File: src/rtl/truth_table_reader_pkg.sv
// Shared definitions for the truth-table reader: FSM encoding, code-width helper
// and the expected codes of the library gates it characterises.
package truth_table_reader_pkg;

  typedef logic [2:0] state_t;

  localparam state_t ST_IDLE   = 3'd0;
  localparam state_t ST_SETTLE = 3'd1;
  localparam state_t ST_SAMPLE = 3'd2;
  localparam state_t ST_NEXT   = 3'd3;
  localparam state_t ST_DONE   = 3'd4;

  // One code bit per input vector.
  function automatic int code_w(input int n_in);
    return 1 << n_in;
  endfunction

  localparam logic [7:0] GATE_0x7E  = 8'h7E;
  localparam logic [7:0] GATE_AND3  = 8'h80;
  localparam logic [7:0] GATE_NAND3 = 8'h7F;
  localparam logic [7:0] GATE_OR3   = 8'hFE;
  localparam logic [7:0] GATE_XOR3  = 8'h96;
  localparam logic [7:0] GATE_MAJ3  = 8'hE8;

endpackage

File: src/rtl/truth_table_reader_if.sv
// Request/result handshake between the characterisation harness and the reader.
interface truth_table_reader_if
  import truth_table_reader_pkg::*;
#(
  parameter int N_IN = 3
);
  localparam int CW = code_w(N_IN);

  logic          start;
  logic          busy;
  logic [CW-1:0] result_code;
  logic [CW-1:0] result_unstable;
  logic          result_valid;
  logic          result_ready;

  modport master (
    output start, result_ready,
    input  busy, result_code, result_unstable, result_valid
  );

  modport slave (
    input  start, result_ready,
    output busy, result_code, result_unstable, result_valid
  );

endinterface

File: src/rtl/truth_table_reader_row_sampler.sv
// Takes NSAMP consecutive samples of the gate output for one row and reports
// the majority value and whether the samples disagreed, with a one-cycle done.
module tt_row_sampler #(
  parameter int NSAMP = 3
) (
  input  logic clk,
  input  logic rst_n,
  input  logic en,
  input  logic sample,
  output logic done,
  output logic majority,
  output logic unstable
);
  localparam int CNT_W = $clog2(NSAMP + 1);
  localparam logic [CNT_W-1:0] LAST_IDX = CNT_W'(NSAMP - 1);
  localparam logic [CNT_W-1:0] ALL_ONES = CNT_W'(NSAMP);
  localparam logic [CNT_W-1:0] HALF     = CNT_W'(NSAMP / 2);

  logic [CNT_W-1:0] cnt;
  logic [CNT_W-1:0] ones;
  logic [CNT_W-1:0] ones_next;

  // The verdict includes the sample taken on the final cycle itself.
  assign ones_next = ones + CNT_W'(sample);
  assign done      = en && (cnt == LAST_IDX);
  assign majority  = ones_next > HALF;
  assign unstable  = (ones_next != '0) && (ones_next != ALL_ONES);

  always_ff @(posedge clk or negedge rst_n) begin
    if (!rst_n) begin
      cnt  <= '0;
      ones <= '0;
    end else if (en && !done) begin
      cnt  <= cnt + CNT_W'(1);
      ones <= ones_next;
    end else begin
      cnt  <= '0;
      ones <= '0;
    end
  end

endmodule

File: src/rtl/truth_table_reader.sv
// Sweeps every input vector of a combinational gate, majority-samples its output
// per row and presents the assembled truth-table code with per-row stability flags.
module truth_table_reader
  import truth_table_reader_pkg::*;
#(
  parameter int N_IN   = 3,
  parameter int SETTLE = 4,
  parameter int NSAMP  = 3
) (
  input  logic                 clk,
  input  logic                 rst_n,
  truth_table_reader_if.slave  bus,
  output logic [N_IN-1:0]      stim,
  input  logic                 dut_out
);
  localparam int CW    = code_w(N_IN);
  localparam int SET_W = $clog2(SETTLE + 1);
  localparam logic [N_IN:0]    LAST_ROW   = (N_IN + 1)'(CW - 1);
  localparam logic [SET_W-1:0] SETTLE_END = SET_W'(SETTLE - 1);

  state_t           state;
  logic [N_IN:0]    row;
  logic [SET_W-1:0] settle_cnt;
  logic [CW-1:0]    code_acc;
  logic [CW-1:0]    unst_acc;
  logic             sampling;
  logic             smp_done;
  logic             smp_maj;
  logic             smp_unst;

  assign sampling = (state == ST_SAMPLE);

  tt_row_sampler #(
    .NSAMP (NSAMP)
  ) u_sampler (
    .clk      (clk),
    .rst_n    (rst_n),
    .en       (sampling),
    .sample   (dut_out),
    .done     (smp_done),
    .majority (smp_maj),
    .unstable (smp_unst)
  );

  always_ff @(posedge clk or negedge rst_n) begin
    if (!rst_n) begin
      state               <= ST_IDLE;
      row                 <= '0;
      settle_cnt          <= '0;
      code_acc            <= '0;
      unst_acc            <= '0;
      stim                <= '0;
      bus.busy            <= 1'b0;
      bus.result_code     <= '0;
      bus.result_unstable <= '0;
      bus.result_valid    <= 1'b0;
    end else begin
      case (state)
        ST_IDLE: begin
          if (bus.start) begin
            state      <= ST_SETTLE;
            row        <= '0;
            stim       <= '0;
            settle_cnt <= '0;
            code_acc   <= '0;
            unst_acc   <= '0;
            bus.busy   <= 1'b1;
          end
        end

        ST_SETTLE: begin
          if (settle_cnt == SETTLE_END) begin
            settle_cnt <= '0;
            state      <= ST_SAMPLE;
          end else begin
            settle_cnt <= settle_cnt + SET_W'(1);
          end
        end

        ST_SAMPLE: begin
          if (smp_done) begin
            code_acc[row[N_IN-1:0]] <= smp_maj;
            unst_acc[row[N_IN-1:0]] <= smp_unst;
            state                   <= ST_NEXT;
          end
        end

        ST_NEXT: begin
          // Results are published only here, so a partial sweep is never visible.
          if (row == LAST_ROW) begin
            bus.result_code     <= code_acc;
            bus.result_unstable <= unst_acc;
            bus.result_valid    <= 1'b1;
            state               <= ST_DONE;
          end else begin
            row   <= row + (N_IN + 1)'(1);
            stim  <= row[N_IN-1:0] + N_IN'(1);
            state <= ST_SETTLE;
          end
        end

        ST_DONE: begin
          if (bus.result_ready) begin
            bus.result_valid <= 1'b0;
            bus.busy         <= 1'b0;
            stim             <= '0;
            row              <= '0;
            state            <= ST_IDLE;
          end
        end

        default: begin
          state <= ST_IDLE;
        end
      endcase
    end
  end

endmodule

File: src/flat_wrapper.sv
// flat-port wrapper written by rule: the top's interface ports become plain ports
module truth_table_reader_flat import truth_table_reader_pkg::*;
#(
  parameter int N_IN   = 3,
  parameter int SETTLE = 4,
  parameter int NSAMP  = 3
)
  (clk, rst_n, stim, dut_out, bus_start, bus_result_ready, bus_busy, bus_result_code, bus_result_unstable, bus_result_valid);
  truth_table_reader_if #(.N_IN(N_IN)) bus_i ();
  input  logic clk;
  input  logic rst_n;
  output logic [N_IN-1:0] stim;
  input  logic dut_out;
  input wire logic [$bits(bus_i.start)-1:0] bus_start;
  input wire logic [$bits(bus_i.result_ready)-1:0] bus_result_ready;
  output wire logic [$bits(bus_i.busy)-1:0] bus_busy;
  output wire logic [$bits(bus_i.result_code)-1:0] bus_result_code;
  output wire logic [$bits(bus_i.result_unstable)-1:0] bus_result_unstable;
  output wire logic [$bits(bus_i.result_valid)-1:0] bus_result_valid;
  assign bus_i.start = bus_start;
  assign bus_i.result_ready = bus_result_ready;
  assign bus_busy = bus_i.busy;
  assign bus_result_code = bus_i.result_code;
  assign bus_result_unstable = bus_i.result_unstable;
  assign bus_result_valid = bus_i.result_valid;
  truth_table_reader #(.N_IN(N_IN), .SETTLE(SETTLE), .NSAMP(NSAMP)) u_core (.clk(clk), .rst_n(rst_n), .bus(bus_i), .stim(stim), .dut_out(dut_out));
endmodule
File: config.mk
export PLATFORM = sky130hd
export DESIGN_NAME = truth_table_reader_flat
export DESIGN_NICKNAME = d
export VERILOG_FILES = /design/src/rtl/truth_table_reader_pkg.sv /design/src/rtl/truth_table_reader_if.sv /design/src/rtl/truth_table_reader_row_sampler.sv /design/src/rtl/truth_table_reader.sv /design/src/flat_wrapper.sv
export SDC_FILE = /design/constraint.sdc
export NUM_CORES = 1
export LEC_CHECK = 0
export ABC_AREA = 1
export CORE_ASPECT_RATIO = 0.7
export CORE_UTILIZATION = 25
export CTS_CLUSTER_DIAMETER = 120
export DETAILED_ROUTE_END_ITERATION = 10
export MAX_ROUTING_LAYER = met4
export PLACE_DENSITY_LB_ADDON = 0.12
export SLEW_MARGIN = 20
export SYNTH_ARGS = -nofsm -noshare
export SYNTH_HDL_FRONTEND = slang
export SYNTH_SLANG_ARGS = --single-unit
File: constraint.sdc
create_clock -name clk -period 2 [get_ports clk]
set_input_delay 0.3 -clock clk [delete_from_list [all_inputs] [get_ports clk]]
set_output_delay 0.3 -clock clk [all_outputs]
set_load 0.01 [all_outputs]
# --- Word-level counts from Yosys, hierarchy flattened ---
# Index checks and enable logic that the tools add are counted.
word_totals:
  ff_bits: 51
  word_cells: 84
  output_inout_bits: 21
op_classes:
  eq_ne: 14
  mux: 31
  n_addsub: 5
  reduce_logical: 19
  order_cmp: 3
ops:
  columns: ["cell", "count"]
  rows:
  - ["8-bit one-hot mux with 2 select lines", 2]
  - ["3-bit two-way mux", 8]
  - ["8-bit two-way mux", 3]
  - ["8-bit bitwise mux", 2]
  - ["3-bit one-hot mux with 5 select lines", 1]
  - ["4-bit two-way mux", 3]
  - ["4-bit one-hot mux with 3 select lines", 1]
  - ["2-bit nonzero test", 5]
  - ["3-bit by 2-bit == test with 1-bit output (second input constant)", 3]
  - ["3-bit one-hot mux with 3 select lines", 1]
  - ["3-bit AND reduction", 3]
  - ["2-bit inequality test (second input constant)", 4]
  - ["4-bit AND reduction", 2]
  - ["3-bit by 1-bit adder with 3-bit output (second input constant)", 2]
  - ["2-bit by 1-bit inequality test with 1-bit output (second input constant)", 3]
  - ["3-bit one-hot mux with 2 select lines", 1]
  - ["4-bit by 1-bit adder with 4-bit output (second input constant)", 1]
  - ["4-bit by 3-bit == test with 1-bit output (second input constant)", 1]
  - ["1-bit logical AND", 4]
  - ["3-bit by 4-bit < comparator with 1-bit output (second input constant)", 1]
  - ["1-bit two-way mux", 4]
  - ["2-bit two-way mux", 2]
  - ["1-bit one-hot mux with 2 select lines", 2]
  - ["2-bit AND reduction", 2]
  - ["11 further kinds", 11]

# --- Logic depth before layout (Yosys ltp) ---
# Gate-level depths: netlist of run 1.
logic_depth:
  word_depth: 7
  ltp_mapped: 8

# --- Cells and area by module ---
# Synthesis of run 1 repeated with hierarchy kept, for this count alone.
hier_totals:
  cells_unflattened: 284
  area_unflattened_um2: 2414.8
modules_own_cells:
  columns: ["module", "area_each_um2", "instances", "cells_per_inst"]
  rows:
  - ["truth_table_reader", 2210.9, 1, 260]
  - ["tt_row_sampler", 203.9, 1, 24]

# --- Least setup slack after synthesis of run 1 ---
# Ideal clock, no wire load.
synth_path:
  path_kind: "reg2reg"
  from: "register u_core.u_sampler.ones[0]"
  to: "register u_core.unst_acc[0]"
  setup_slack_ns: 0.565
  path_stages_with_launch: 7
  period_less_slack_ns: 1.435
  n_path_buf: 0
  arrival_ns: 1.370
  setup_ns: 0.065
  cell_sequence: "dfrtp_1 ha_1 xnor2_1 ha_1 nor2_2 nand2_1 nand2_1"
synth_between:
  elab_chain_len: 6
  word_cells_on_any_way: 7
synth_rtl:
  columns: ["element", "line", "text"]
  rows:
  - ["start: declaration", "truth_table_reader_row_sampler.sv:20", "logic [CNT_W-1:0] ones;"]
  - ["start signal: assignment", "truth_table_reader_row_sampler.sv:35", "ones <= ones_next;"]
  - ["2-bit by 1-bit adder with 2-bit output (*)", "truth_table_reader_row_sampler.sv:24", "assign ones_next = ones + CNT_W'(sample);"]
  - ["2-bit inequality test / 2-bit nonzero test (equally long branches)", "truth_table_reader_row_sampler.sv:27", "assign unstable = (ones_next != '0) && (ones_next != ALL_ONES);"]
  - ["1-bit logical AND (*)", "truth_table_reader_row_sampler.sv:27", null]
  - ["8-bit bitwise mux (*)", "truth_table_reader.sv:83", "unst_acc[row[N_IN-1:0]] <= smp_unst;"]
  - ["8-bit two-way mux (*)", "truth_table_reader.sv:81", "if (smp_done) begin"]
  - ["8-bit one-hot mux with 2 select lines (*)", "truth_table_reader.sv:58", "case (state)"]
  - ["end signal: indexed assignment", "truth_table_reader.sv:83", null]
  - ["end: declaration", "truth_table_reader.sv:25", "logic [CW-1:0] unst_acc;"]
# Mark *: on every way between the ends. The rest lies on a longest branch, timed or not. The select of a mux whose other input is x is not followed.
# A chain may end at the register's enable or synchronous reset.

==> results of run 1 <==
[path summary, 6_finish.rpt]
kind / to / slack [ns] / cells past startpoint
min in group asynchronous: u_core.bus.result_code[7] / 0.48 / 2
max: stim[2] / 0.27 / 1
max in group asynchronous: u_core.u_sampler.ones[0] / 0.99 / 3
max reg2reg: u_core.bus.result_code[6] / 0.49 / 6
min reg2reg: u_core.u_sampler.cnt[0] / 0.42 / 1
min: u_core.u_sampler.cnt[0] / 0.42 / 1
[per-layer routing]
layer  vias up  wire (um)  share of wire, %
li1        915          -                 -
met1       758       2810                57
met2        24       1900                38
met3         8        155               3.1
met4         0         94               1.9
met5         -          0                 0
[logic make-up after synthesis]
| logic type | Yosys count | synth area share [%] |
|---|---|---|
| buffers and inverters | 37 | 7.45 |
| flip-flops | 48 | 53.8 |
| XOR/XNOR | 1 | 0.392 |
| AND/OR/NAND/NOR | 180 | 34.6 |
| AO/OA/AOI/OAI | 4 | 1.01 |
| adder cells (fa/ha/maj) | 5 | 2.80 |
[metrics by stage]
stage	std cells	hold WS [ns]
floorplan	275	0.00441
CTS	428	0.430
detailed placement	419	0.276
global placement	419	0.276
finish	428	0.423
global route	428	0.439
[registers in the layout, indices dropped and copies added, names as in the netlist]
name                        cells
u_core.bus.busy                 1
u_core.bus.result_unstable      8
u_core.state                    3
u_core.row                      4
u_core.u_sampler.ones           2
u_core.u_sampler.cnt            2
u_core.settle_cnt               3
u_core.code_acc                 8
u_core.bus.result_code          8
u_core.bus.result_valid         1
u_core.unst_acc                 8
[final cells by class]
| cell class | instances | area, um^2 | share of cell area [%] |
|---|---|---|---|
| flip-flops and latches | 48 | 1200 | 42.7 |
| multi-input cells | 190 | 866 | 30.8 |
| repair buffers | 32 | 313 | 11.1 |
| well taps | 120 | 150 | 5.33 |
| clock buffers | 5 | 125 | 4.44 |
| inverters | 30 | 113 | 4.00 |
| clock inverters | 3 | 47.5 | 1.69 |
[placed cells by master (no fill, tap or decap), drive strengths merged]
| cell | synthesis | routed |
|---|---|---|
| nand2 | 123 | 123 |
| clkbuf | 0 | 5 |
| dlygate4sd3 | 0 | 1 |
| clkinv | 0 | 2 |
| nor2 | 13 | 13 |
| nor3 | 1 | 1 |
| clkdlybuf4s50 | 0 | 24 |
| a211oi | 1 | 1 |
| xnor2 | 1 | 1 |
| o21ai | 3 | 3 |
| or2 | 1 | 1 |
| ha | 5 | 5 |
| buf | 7 | 7 |
| bufinv | 0 | 1 |
| dfrtp | 48 | 48 |
| inv | 30 | 30 |
| nand3 | 42 | 42 |
[timing repair]
action,in CTS,in global routing
hold buffers,1,0
endpoints found under the setup margin,0,0
hold endpoints to repair,17,0
setup buffers,0,0
gates resized for setup,0,0
[power by group]
part           leakage (uW)  switching, uW  internal (uW)
clock             0.0000840            387            594
combinational      0.000816            541            268
sequential         0.000651           95.7           1060
total               0.00155           1020           1920
==> key figures, run 1 <==
Critical path
  • Buffer and inverter count on the worst path: 1
  • Highest cell delay on the worst timing path: approximately 0.6 ns
  • Highest-delay cell along the critical path: clkdlybuf4s50_1
  • Max FO, Critical Path: 10
  • Arrival @ worst endpoint: between 1 and 1.5 ns
  • Required time worst endpoint: roughly 1.7 ns
  • Cell Chain, Critical Path: clkdlybuf4s50_1
  • CP Capture Type: primary output
  • Crit path launch type: register
  • Largest delay contributor family on the critical path: buffers and inverters
  • Launch instance of the worst register-to-register path: u_core.row[1]
  • CP Class: register to primary output
  • Worst setup startpoint: u_core.row[2]

Place
  • Placement-stage cell area: 2630 um^2
  • Number of buffers inserted by port buffering: 25
  • Routability Congestion: 0.757
  • Minimum setup slack after placement: around 0.14 ns
  • HPWL after DPL: 3.50 mm

Drt
  • Antenna violation net count after detailed routing: 0
  • Average via count per standard cell: approximately 4.0
  • Vias post-DR: approximately 1700
  • Count of TritonRoute iterations in the first routing pass: 4
  • Detailed router's first-iteration violation count: 80
  • Remaining DRCs: 0
  • Wirelength, routed: 4.95 mm
  • Routed WL per cell: about 12 um

Cells and area
  • Layout cell share with drive strength beyond 1: under 10%
  • # nets final: between 300 and 400
  • Final core utilization: between 30% and 40%
  • Layout filler cell count: ~970
  • Number of antenna cells inserted: 0
  • Layout-stage area growth over the synthesis result: 26.1%
  • Final Cell Area: 2820 um^2

Yosys
  • Ranking of synthesized cells by area: dfrtp_1 54%, nand2_1 20%, nand3_1 9.2%
  • Fraction of the yosys area taken by sequential cells: a little over half
  • Number of enable-type register cells in the synthesized netlist: 0
  • Async SR Flop Fraction: 100%
  • Cell type with the largest total area after synthesis: dfrtp_1
  • Synthesized instance count: roughly 280
  • Avg Synthesized Cell Area: between 8 and 9 um^2
  • List of most frequent post-synthesis cells: 119 x nand2_1, 48 x dfrtp_1, 41 x nand3_1
  • Count of distinct cell types in the synthesized netlist: 20
  • Yosys top cell area share: approximately 54%
  • Synthesized net count: between 200 and 300
  • #FFs+latches synth: 48
  • Synthesis warning total: 0
  • Leading cell type by number of instances after synthesis: nand2_1
  • Primary FF master, synth: dfrtp_1
  • Cell area after synthesis: between 2000 and 2500 um^2

STA
  • Fin crit share: a little under nine tenths
  • Worst slew pin tran: around 0.44 ns
  • Period minus WS final: between 1.5 and 2 ns
  • Maximum operating frequency: 579 MHz
  • Total count of max-transition violations in the final report: 0
  • Final setup viols: 0
  • RSZ-0062 raised after global routing: false
  • Number of failing hold endpoints at the final stage: 0
  • Normalized max-slew margin: 70.4%
  • Final Skew: around 0.0038 ns
  • Post-route setup slack: approximately 0.27 ns
  • Summed negative setup slack over all endpoints: 0 ns

Power and ir drop
  • Worst IR Drop VDD: approximately 0.28 mV
  • Power density normalized to cell area: 1050 nW/um^2
  • Leakage power figure: around 0.0016 uW
  • Final Total Pwr: just under 3000 uW

Worst hold path
  • Class of the tightest hold or removal check: register to register
  • Startpoint of the lowest-slack hold path: u_core.u_sampler.cnt[0]

Clocking
  • Maximum level of the CTS H-tree: 2
  • Number of buffers added by the clock tree synthesis step: 5
  • Clock Sink Count: between 40 and 50
  • Maximum count of clock buffers along a single path: 2
  • Clock-pin slew of the registers on the worst-case setup and hold paths: about 0.06 ns
  • Clock latency of the later-clocked register in the worst-skew pair: 0.29 ns
  • Clock tree from TritonCTS: yes
  • CTS root buffer: clkbuf_16

Global route
  • Number of antenna violations at the first check in global routing: 0
  • Global-route track usage on met3: under 10%
  • Global Route Usage Sum: a little over an eighth
  • Total grt overflow: 0
  • Pin count of the biggest net entering global routing: 32
  • GRT busiest layer: met2
  • Vias in the first global route: 1692
  • Global Route met2 Usage: between 15 and 20%
  • Met1 Usage GRT: 17.6%
  • Global-route wire length before repair: between 8 and 9 mm

Floorplan
  • Top-level port count: 26
  • Die boundary width: between 100 and 150 um
  • Initial core utilization: approximately a quarter
  • Core area: ~8500 um^2
  • Die footprint: a little over 9000 um^2
  • Die Y-Extent: slightly above 80 um
  • Standard-cell rows: 28

Outcome
  • Outcome: completed

Job
  • Max capacitance violation total: 0
Note: power is estimated with default switching activity, not from simulation.
==> inputs of run 2 (changes only) <==
RECOVER_POWER = 25   (was default)
==> key figures, run 2 (synthesis gave the netlist of run 1 again) <==
Global route
  • Vias in the first global route: 1692 (unchanged)
  • Global Route Usage Sum: 13.0% (unchanged)
  • Number of antenna violations at the first check in global routing: 0 (unchanged)
  • Global-route wire length before repair: 8.60 mm (unchanged)
  • Pin count of the biggest net entering global routing: 32 (unchanged)
  • Total grt overflow: 0 (unchanged)

Floorplan
  • Top-level port count: 26 (unchanged)
  • Die footprint: 9320 um^2 (unchanged)
  • Die Y-Extent: 81.1 um (unchanged)
  • Standard-cell rows: 28 (unchanged)
  • Initial core utilization: 26.1% (unchanged)
  • Core area: 8550 um^2 (unchanged)
  • Die boundary width: 115 um (unchanged)

Place
  • Routability Congestion: 0.757 (unchanged)
  • HPWL after DPL: 3.50 mm (unchanged)
  • Number of buffers inserted by port buffering: 25 (unchanged)

STA
  • Summed negative setup slack over all endpoints: 0 ns (unchanged)
  • RSZ-0062 raised after global routing: false
  • Period minus WS final: 1.73 ns (+0.00337 ns)
  • Fin crit share: 86.5% (+0.17 points)
  • Total count of max-transition violations in the final report: 0 (unchanged)
  • Normalized max-slew margin: 29.1% (-41 points)
  • Final Skew: 0.00359 ns (-0.000189 ns)
  • Number of failing hold endpoints at the final stage: 0 (unchanged)
  • Worst slew pin tran: 1.06 ns (+0.620 ns)
  • Maximum operating frequency: 578 MHz (-0.19%)
  • Final setup viols: 0 (unchanged)

Clocking
  • Clock Sink Count: 48 (unchanged)
  • PostCTS Resize Cnt: 0 (unchanged)
  • Number of buffers added by the clock tree synthesis step: 5 (unchanged)
  • Maximum level of the CTS H-tree: 2 (unchanged)
  • Clock latency of the later-clocked register in the worst-skew pair: 0.29 ns (about the same)
  • CTS root buffer: clkbuf_16
  • Maximum count of clock buffers along a single path: 2 (unchanged)
  • Clock-pin slew of the registers on the worst-case setup and hold paths: 0.06 ns (about the same)
  • Clock tree from TritonCTS: yes

Cells and area
  • Number of antenna cells inserted: 0 (unchanged)
  • Layout cell share with drive strength beyond 1: 8.44% (-0.32 points)
  • Layout filler cell count: 966 (+0.10%)
  • # nets final: 317 (unchanged)
  • Most frequent standard cell in the layout excluding fill and tap cells: nand2_1
  • Commonest non-fill, non-tap cells in the layout: 119 x nand2_1, 48 x dfrtp_1, 41 x nand3_1, 28 x inv_1, 24 x clkdlybuf4s50_1
  • Area taken by multi-input logic gates: 866 um^2 (unchanged)
  • Final core utilization: 32.9% (about the same)
  • Layout-stage area growth over the synthesis result: 26.0% (about the same)
  • Seq. cell area: 1200 um^2 (unchanged)

Power and ir drop
  • Power density normalized to cell area: 1050 nW/um^2 (about the same)
  • Worst IR Drop VDD: 0.281 mV (about the same)
  • Leakage power figure: 0.00155 uW (-0.18%)

Outcome
  • Outcome: completed

Critical path
  • Highest cell delay on the worst timing path: 0.60 ns (about the same)
  • Crit path launch type: register
  • Required time worst endpoint: 1.70 ns (about the same)
  • Buffer and inverter count on the worst path: 1 (unchanged)
  • CP Capture Type: primary output
  • Max FO, Critical Path: 10 (unchanged)
  • Largest delay contributor family on the critical path: buffers and inverters
  • Cell Chain, Critical Path: clkdlybuf4s50_1
  • Arrival @ worst endpoint: 1.43 ns (about the same)
  • Highest-delay cell along the critical path: clkdlybuf4s50_1
  • CP Class: register to primary output

Drt
  • Average via count per standard cell: 3.98 (about the same)
  • Routed WL per cell: 11.6 um (about the same)
  • Vias post-DR: 1704 (-0.059%)
  • Detailed router's first-iteration violation count: 80 (unchanged)
  • Wirelength, routed: 4.95 mm (about the same)
  • Count of TritonRoute iterations in the first routing pass: 4 (unchanged)
  • Antenna violation net count after detailed routing: 0 (unchanged)
  • Remaining DRCs: 0 (unchanged)

Worst hold path
  • Class of the tightest hold or removal check: register to register

Job
  • Max capacitance violation total: 0 (unchanged)
## run 2: changes by cell type in the layout (fill, tap and decap cells not counted), sizes merged
cell / before / now
clkbuf: 5 / 6
buf: 7 / 6
## run 2: routing by layer
layer | global-route usage [%] | part of all wire [%] | wire (um) | up-vias
li1 | - | - | - | 915
met1 | 17.6 | 57 | 2800 | 759
met2 | 18.2 | 38 | 1900 | 22
met3 | 3.43 | 3.1 | 154 | 8
met4 | 5.84 | 1.9 | 94 | 0
met5 | - | 0 | 0 | -
## run 2: final cells by class
cell class | instances | area share (%)
inverter | 30 | 4.00
timing repair buffer | 32 | 11.1
multi-input combinational | 190 | 30.8
clock buffer | 5 | 4.45
clock inverter | 3 | 1.69
sequential | 48 | 42.7
tap | 120 | 5.34
## run 2: final timing paths
kind                                        endpoint  slack (ns)  depth (start not counted)                    start
min in group asynchronous  u_core.bus.result_code[7]        0.72                          2                    rst_n
max                                          stim[2]        0.27                          1            u_core.row[2]
max reg2reg                u_core.bus.result_code[6]        0.49                          6            u_core.row[1]
min reg2reg                  u_core.u_sampler.cnt[0]        0.42                          1  u_core.u_sampler.cnt[0]
max in group asynchronous   u_core.u_sampler.ones[0]        0.56                          3                    rst_n
min                          u_core.u_sampler.cnt[0]        0.42                          1  u_core.u_sampler.cnt[0]
## run 2: what timing repair did
action                    CTS  global route
hold endpoints to repair   17             0
hold buffers                1             0
buffers inserted            0             0
## run 2: report_power, final
group          switching (uW)  internal [uW]  total (uW)  leakage, uW
Sequential               95.8           1060        1150     0.000651
Combinational             541            267         808     0.000813
Clock                     387            594         981    0.0000840
Total                    1020           1920        2940      0.00155
## run 2: metrics by stage
stage | total power, uW | setup WS, ns | hold slack [ns] | cell area (um^2) | std cells
floorplan | 1760 | 0.565 | 0.00441 | 2230 | 275
global placement | 1990 | 0.171 | 0.276 | 2630 | 419
detailed placement | 1990 | 0.141 | 0.276 | 2630 | 419
CTS | 2990 | 0.256 | 0.430 | 2820 | 428
global route | 3180 | 0.173 | 0.439 | 2810 | 428
finish | 2940 | 0.270 | 0.423 | 2810 | 428
